[src/rtl/rf_wb_arbiter_pkg.sv]
// Shared types for the register-file write-back arbiter.
// Holds the write-back request struct and the requester-ID enum.
package rf_wb_arbiter_pkg;

    // Upper bounds on address and data width carried by wb_req_t. The struct is
    // a transport type: a configured instance zero-extends into it and only the
    // low bits are consumed, so unused upper bits fold away.
    localparam int unsigned WbMaxAddrW = 16;
    localparam int unsigned WbMaxBits  = 256;

    typedef enum logic {
        REQ_A = 1'b0,
        REQ_B = 1'b1
    } req_id_e;

    typedef struct packed {
        logic                  valid;
        logic [WbMaxAddrW-1:0] addr;
        logic [WbMaxBits-1:0]  data;
    } wb_req_t;

    // The requester that is not 'id'.
    function automatic req_id_e other_req(req_id_e id);
        return (id == REQ_A) ? REQ_B : REQ_A;
    endfunction

endpackage

[src/rtl/rf_wb_arbiter_hold_buf.sv]
// One-entry write-back holding buffer (valid, addr, data, age).
// Ready when empty or when its entry is granted this cycle, so a granted entry
// can be replaced on the same edge without a bubble. Address 0 is accepted but
// never stored. The age bit marks an entry that has already lost arbitration.
module wb_hold_buf #(
    parameter int unsigned AW   = 5,
    parameter int unsigned BITS = 64
) (
    input  logic            clk,
    input  logic            rst,
    input  logic            in_valid,
    output logic            in_ready,
    input  logic [AW-1:0]   in_addr,
    input  logic [BITS-1:0] in_data,
    input  logic            grant,
    output logic            buf_valid,
    output logic [AW-1:0]   buf_addr,
    output logic [BITS-1:0] buf_data,
    output logic            buf_age
);

    logic            valid_q, valid_d;
    logic [AW-1:0]   addr_q, addr_d;
    logic [BITS-1:0] data_q, data_d;
    logic            age_q, age_d;
    logic            load;

    assign in_ready = !valid_q || grant;
    assign load     = in_valid && in_ready && (in_addr != '0);

    // Next-state: load wins over drain; a waiting entry ages.
    always_comb begin
        valid_d = valid_q;
        addr_d  = addr_q;
        data_d  = data_q;
        age_d   = age_q;
        if (load) begin
            valid_d = 1'b1;
            addr_d  = in_addr;
            data_d  = in_data;
            age_d   = 1'b0;
        end else if (grant) begin
            valid_d = 1'b0;
            age_d   = 1'b0;
        end else if (valid_q) begin
            age_d = 1'b1;
        end
    end

    // Control state register with synchronous reset.
    always_ff @(posedge clk) begin
        if (rst) begin
            valid_q <= 1'b0;
            age_q   <= 1'b0;
        end else begin
            valid_q <= valid_d;
            age_q   <= age_d;
        end
    end

    // Payload register; only meaningful while valid_q is set.
    always_ff @(posedge clk) begin
        addr_q <= addr_d;
        data_q <= data_d;
    end

    assign buf_valid = valid_q;
    assign buf_addr  = addr_q;
    assign buf_data  = data_q;
    assign buf_age   = age_q;

endmodule

[src/rtl/rf_wb_arbiter.sv]
// Register-file write-back arbiter: merges ALU (A) and load-unit (B) write-backs
// onto a single register-file write port through two one-entry holding buffers.
// Equal-address conflicts go to the older entry (A on a tie). Different-address
// conflicts use round-robin when RF_WB_ROUND_ROBIN_EN is defined, otherwise B
// has fixed priority.
module rf_wb_arbiter
    import rf_wb_arbiter_pkg::*;
#(
    parameter int unsigned DEPTH = 32,
    parameter int unsigned BITS  = 64
) (
    input  logic                     clk,
    input  logic                     rst,
    input  logic                     a_valid,
    output logic                     a_ready,
    input  logic [$clog2(DEPTH)-1:0] a_addr,
    input  logic [BITS-1:0]          a_data,
    input  logic                     b_valid,
    output logic                     b_ready,
    input  logic [$clog2(DEPTH)-1:0] b_addr,
    input  logic [BITS-1:0]          b_data,
    output logic                     wr_en,
    output logic [$clog2(DEPTH)-1:0] wr_addr,
    output logic [BITS-1:0]          wr_data,
    output logic [DEPTH-1:0]         busy,
    output logic                     idle
);

    localparam int unsigned AW = $clog2(DEPTH);

    logic            a_buf_valid, b_buf_valid;
    logic [AW-1:0]   a_buf_addr, b_buf_addr;
    logic [BITS-1:0] a_buf_data, b_buf_data;
    logic            a_buf_age, b_buf_age;
    logic            grant_a, grant_b;
    logic            contested;
    req_id_e         grant_id;
    req_id_e         pref_id;
    wb_req_t         req_a, req_b, sel;

    wb_hold_buf #(
        .AW   (AW),
        .BITS (BITS)
    ) u_buf_a (
        .clk       (clk),
        .rst       (rst),
        .in_valid  (a_valid),
        .in_ready  (a_ready),
        .in_addr   (a_addr),
        .in_data   (a_data),
        .grant     (grant_a),
        .buf_valid (a_buf_valid),
        .buf_addr  (a_buf_addr),
        .buf_data  (a_buf_data),
        .buf_age   (a_buf_age)
    );

    wb_hold_buf #(
        .AW   (AW),
        .BITS (BITS)
    ) u_buf_b (
        .clk       (clk),
        .rst       (rst),
        .in_valid  (b_valid),
        .in_ready  (b_ready),
        .in_addr   (b_addr),
        .in_data   (b_data),
        .grant     (grant_b),
        .buf_valid (b_buf_valid),
        .buf_addr  (b_buf_addr),
        .buf_data  (b_buf_data),
        .buf_age   (b_buf_age)
    );

    // Widen both buffers into the shared request struct.
    always_comb begin
        req_a       = '0;
        req_b       = '0;
        req_a.valid = a_buf_valid;
        req_a.addr  = WbMaxAddrW'(a_buf_addr);
        req_a.data  = WbMaxBits'(a_buf_data);
        req_b.valid = b_buf_valid;
        req_b.addr  = WbMaxAddrW'(b_buf_addr);
        req_b.data  = WbMaxBits'(b_buf_data);
    end

    assign contested = req_a.valid && req_b.valid;

`ifdef RF_WB_ROUND_ROBIN_EN
    req_id_e rr_q, rr_d;

    // Pointer flips after every contested grant, holds otherwise.
    always_comb begin
        rr_d = rr_q;
        if (contested) begin
            rr_d = other_req(rr_q);
        end
    end

    // Round-robin pointer register, starts at A.
    always_ff @(posedge clk) begin
        if (rst) begin
            rr_q <= REQ_A;
        end else begin
            rr_q <= rr_d;
        end
    end

    assign pref_id = rr_q;
`else
    assign pref_id = REQ_B;
`endif

    // Pick the granted requester; A is the default when nothing is valid.
    always_comb begin
        grant_id = REQ_A;
        if (contested) begin
            if (req_a.addr == req_b.addr) begin
                // Same destination: keep program order, older entry first.
                grant_id = (b_buf_age && !a_buf_age) ? REQ_B : REQ_A;
            end else begin
                grant_id = pref_id;
            end
        end else if (req_b.valid) begin
            grant_id = REQ_B;
        end
    end

    assign grant_a = req_a.valid && (grant_id == REQ_A);
    assign grant_b = req_b.valid && (grant_id == REQ_B);

    // Drive the write port from the granted buffer; zero when idle.
    always_comb begin
        sel     = (grant_id == REQ_A) ? req_a : req_b;
        wr_en   = sel.valid;
        wr_addr = '0;
        wr_data = '0;
        if (sel.valid) begin
            wr_addr = sel.addr[AW-1:0];
            wr_data = sel.data[BITS-1:0];
        end
    end

    // Upper struct bits beyond the configured widths are intentionally dropped.
    logic unused_sel;
    assign unused_sel = ^{sel.addr, sel.data};

    // Pending-destination scoreboard from the buffer contents.
    always_comb begin
        busy = '0;
        if (req_a.valid) begin
            busy[req_a.addr[AW-1:0]] = 1'b1;
        end
        if (req_b.valid) begin
            busy[req_b.addr[AW-1:0]] = 1'b1;
        end
    end

    assign idle = !req_a.valid && !req_b.valid;

endmodule

[config.mk]
export PLATFORM = sky130hd
export DESIGN_NAME = rf_wb_arbiter
export DESIGN_NICKNAME = d
export VERILOG_FILES = /design/src/rtl/rf_wb_arbiter_pkg.sv /design/src/rtl/rf_wb_arbiter_hold_buf.sv /design/src/rtl/rf_wb_arbiter.sv
export SDC_FILE = /design/constraint.sdc
export NUM_CORES = 1
export LEC_CHECK = 0
export ABC_AREA = 1
export BUFFER_PORTS_ARGS = -buffer_cell sky130_fd_sc_hd__buf_4
export CAP_MARGIN = 20
export CORE_ASPECT_RATIO = 0.75
export CORE_MARGIN = 1
export CORE_UTILIZATION = 27
export DETAILED_ROUTE_END_ITERATION = 8
export PLACE_DENSITY = 0.56
export RECOVER_POWER = 25
export SYNTH_ARGS = -nofsm -noshare
export SYNTH_HDL_FRONTEND = slang
export SYNTH_SLANG_ARGS = --single-unit
[constraint.sdc]
create_clock -name clk -period 3.9 [get_ports clk]
set_clock_uncertainty 0.05 [all_clocks]
set_input_delay 0.585 -clock clk [delete_from_list [all_inputs] [get_ports clk]]
set_output_delay 0.585 -clock clk [all_outputs]
set_load 0.03 [all_outputs]
==> key figures <==
Run status
  – Outcome: finished clean

Synthesis
  – Main synth FF type: edfxtp_1
  – Cell with the most instances after synthesis: edfxtp_1
  – Number of synthesized flops with an enable pin: 138
  – Synth area leader: edfxtp_1
  – Mapped Area: 6440 µm²
  – Mean Syn Cell Area: 10.7 µm²
  – Syn Nets: 747
  – Number of synthesized register bits: 142
  – Commonest cells in the netlist: 138 x edfxtp_1, 127 x nand2_1, 78 x nor2_1
  – Synth warn: 0
  – Number of distinct library cells after synthesis: 20
  – Top post-synthesis cells by area: edfxtp_1 64%, nand3b_1 7.6%, nand2_1 7.4%, a21oi_1 5.5%, nor2_1 4.5%
  – Synth async-reset ratio: 0
  – Seq/Total Area, Yosys: 0.656
  – Share of the synthesized area in the top cell type: 0.643
  – Syn Inst Count: 605

Flow run
  – Max_cap viols: 0

Clock network
  – Sinks on Clock Net: 142
  – Setup bufs post-CTS: 0
  – CTS Buf Count: 17
  – Clock latency on the worst-skew pair: 0.42 ns
  – Post-CTS sizing: 0
  – CTS Hold Buffers Added: 0
  – Clock Tree Root: clkbuf_16
  – Worst-path clk slew: 0.07 ns
  – H-tree Lvls: 4
  – CTS max path bufs: 2
  – CTS tree: yes

Detailed routing
  – 1st-iter DRT viols: 325
  – Vias per cell: 4.57
  – DRC: 0
  – DR WL/cell: 16.4 µm
  – Post-route ant nets: 0
  – Final wirelength: 18.9 mm
  – Drt first pass iters: 5
  – DR vias: 5269

Die
  – Die Span Y: 136 µm
  – Full die area: 24500 µm²
  – Core ar.: 23200 µm²
  – Die width: 180 µm
  – I/O Pins: 247
  – Num rows: 48
  – Initial Util: 0.278

Setup path
  – Worst Setup Start Kind: register
  – Setup crit end kind: output port
  – Worst path required time: 3.26 ns
  – Arrival time at the worst endpoint: 2.68 ns
  – Crit Path Max Fanout: 54
  – WS Path Type: reg -> out

Global route
  – GRT Overall Usage: 0.155
  – Total global routing overflow: 0
  – First-pass GRT wire length: 29.0 mm
  – Pin count of the biggest net entering global routing: 56
  – Initial antenna violation count: 0
  – Vias in the first global route: 5152

Timing
  – Highest clock rate: 0.302 GHz
  – Tmin final: 3.31 ns
  – Setup repair after global routing missed its margin: no
  – Final-report setup violation count: 0
  – Hold WS: 0.288 ns
  – Final period util: 0.849
  – Setup tns final: 0 ns
  – Worst slew pin tran: 1.07 ns
  – Fin. max-slew vios: 0
  – Hold Vio Cnt, Final: 0
  – Slew margin rel.: 0.281

Placement
  – HPWL Detailed: 12.9 mm
  – Port Buffer Count: 246
  – Gp weighted congestion: 0.879

Worst hold path
  – Min-Delay Path Class: in -> reg

Layout
  – Footprint of the multi-input gates: 1960 µm²
  – Filler cell count in the final layout: 2318
  – Layout cells sized above 1: 0.343
  – Nets@finish: 983
  – Sequential cell area: 4220 µm²
  – Area growth syn-to-layout: 42.6%
  – Antenna fix cells: 0

Power and ir drop
  – Leak Pwr: 3.87 nW
  – Power Density: 449 nW/µm²
  – Worst IR drop on VDD: 0.236 mV
-- registers in the layout, indices dropped and copies added (netlist names) --
| signal | cells |
|---|---|
| u_buf_a.buf_data | 64 |
| u_buf_b.buf_data | 64 |
| u_buf_a.buf_addr | 5 |
| u_buf_b.buf_addr | 5 |
| u_buf_a.buf_age | 1 |
| u_buf_a.buf_valid | 1 |
| u_buf_b.buf_age | 1 |
| u_buf_b.buf_valid | 1 |
-- worst paths after layout --
path | startpoint | to | slack [ns] | cells past startpoint
max | u_buf_b.buf_addr[2] | wr_data[60] | 0.59 | 10
min | b_data[41] | u_buf_b.buf_data[41] | 0.29 | 1
max reg2reg | u_buf_b.buf_addr[2] | u_buf_a.buf_data[12] | 1.09 | 10
min reg2reg | u_buf_a.buf_valid | u_buf_a.buf_age | 0.46 | 1
-- per-layer routing --
| metal | GRT usage | wire length [µm] | up-vias |
|---|---|---|---|
| met4 | 0.0442 | 164 | 0 |
| li1 | - | - | 2592 |
| met1 | 0.207 | 8760 | 2459 |
| met2 | 0.234 | 8380 | 205 |
| met5 | 0 | 0 | - |
| met3 | 0.0575 | 1640 | 13 |
-- cells in the final DEF, fill, tap and decap left out --
cell type     n
clkinv_4      1
a21oi_1      71
clkbuf_4     97
clkbuf_16    17
nand3b_1     65
nor2_1       78
nand4_1       1
o21ai_0      32
xnor2_1       1
nand3_1      17
inv_6         5
clkinv_1      2
clkinv_8      1
edfxtp_1    138
nand2_1     126
inv_2         3
dfxtp_1       4
inv_1        12
inv_8         5
nand2_4       2
bufinv_16     1
clkinvlp_4    1
buf_12        4
buf_4       154
nor3_1       14
clkinv_2      2
-- area by class of cell --
| type | instances | area share |
|---|---|---|
| well taps | 300 | 0.0409 |
| repair buffers | 255 | 0.214 |
| multi-input cells | 407 | 0.214 |
| clock buffers | 17 | 0.0463 |
| clock inverters | 15 | 0.0181 |
| inverters | 18 | 0.00763 |
| flip-flops and latches | 142 | 0.460 |
-- per-stage QoR --
stage | area [µm²] | setup slack [ns] | power, W | cells | util
after detailed placement | 8590 | 1.09 | 0.00253 | 1121 | 0.370
final | 9190 | 0.588 | 0.00413 | 1154 | 0.396
after CTS | 9180 | 0.596 | 0.00419 | 1153 | 0.396
after floorplan | 6440 | 0.835 | 0.00221 | 605 | -
after global placement | 8590 | 1.14 | 0.00252 | 1121 | 0.370
after global routing | 9190 | 0.372 | 0.00430 | 1154 | 0.396
-- worst max-delay path, stage by stage (launching register included) --
cell      delay [ns]
edfxtp_1        0.44
inv_1           0.14
nand2_1         0.08
nand2_1         0.05
nor2_1          0.14
nand4_1         0.18
nand2_4         0.37
buf_12          0.30
a21oi_1         0.10
nor2_1          0.21
buf_4           0.20
-- where the power goes --
| part | internal (W) | total (W) | switching [W] | leakage, nW |
|---|---|---|---|---|
| clock network | 0.000914 | 0.00165 | 0.000734 | 0.289 |
| registers | 0.00178 | 0.00181 | 0.0000280 | 1.38 |
| logic | 0.000262 | 0.000671 | 0.000409 | 2.20 |
-- kinds of logic (layout without fill, tap and decap cells) --
logic type	count (synthesis)	count (layout)	synth area share
AND/OR/NAND/NOR	303	303	0.221
AO/OA/AOI/OAI	103	103	0.0800
flip-flops	142	142	0.656
XOR/XNOR	1	1	0.00136
buffers and inverters	56	305	0.0419
Note: power is estimated with default switching activity, not from simulation.
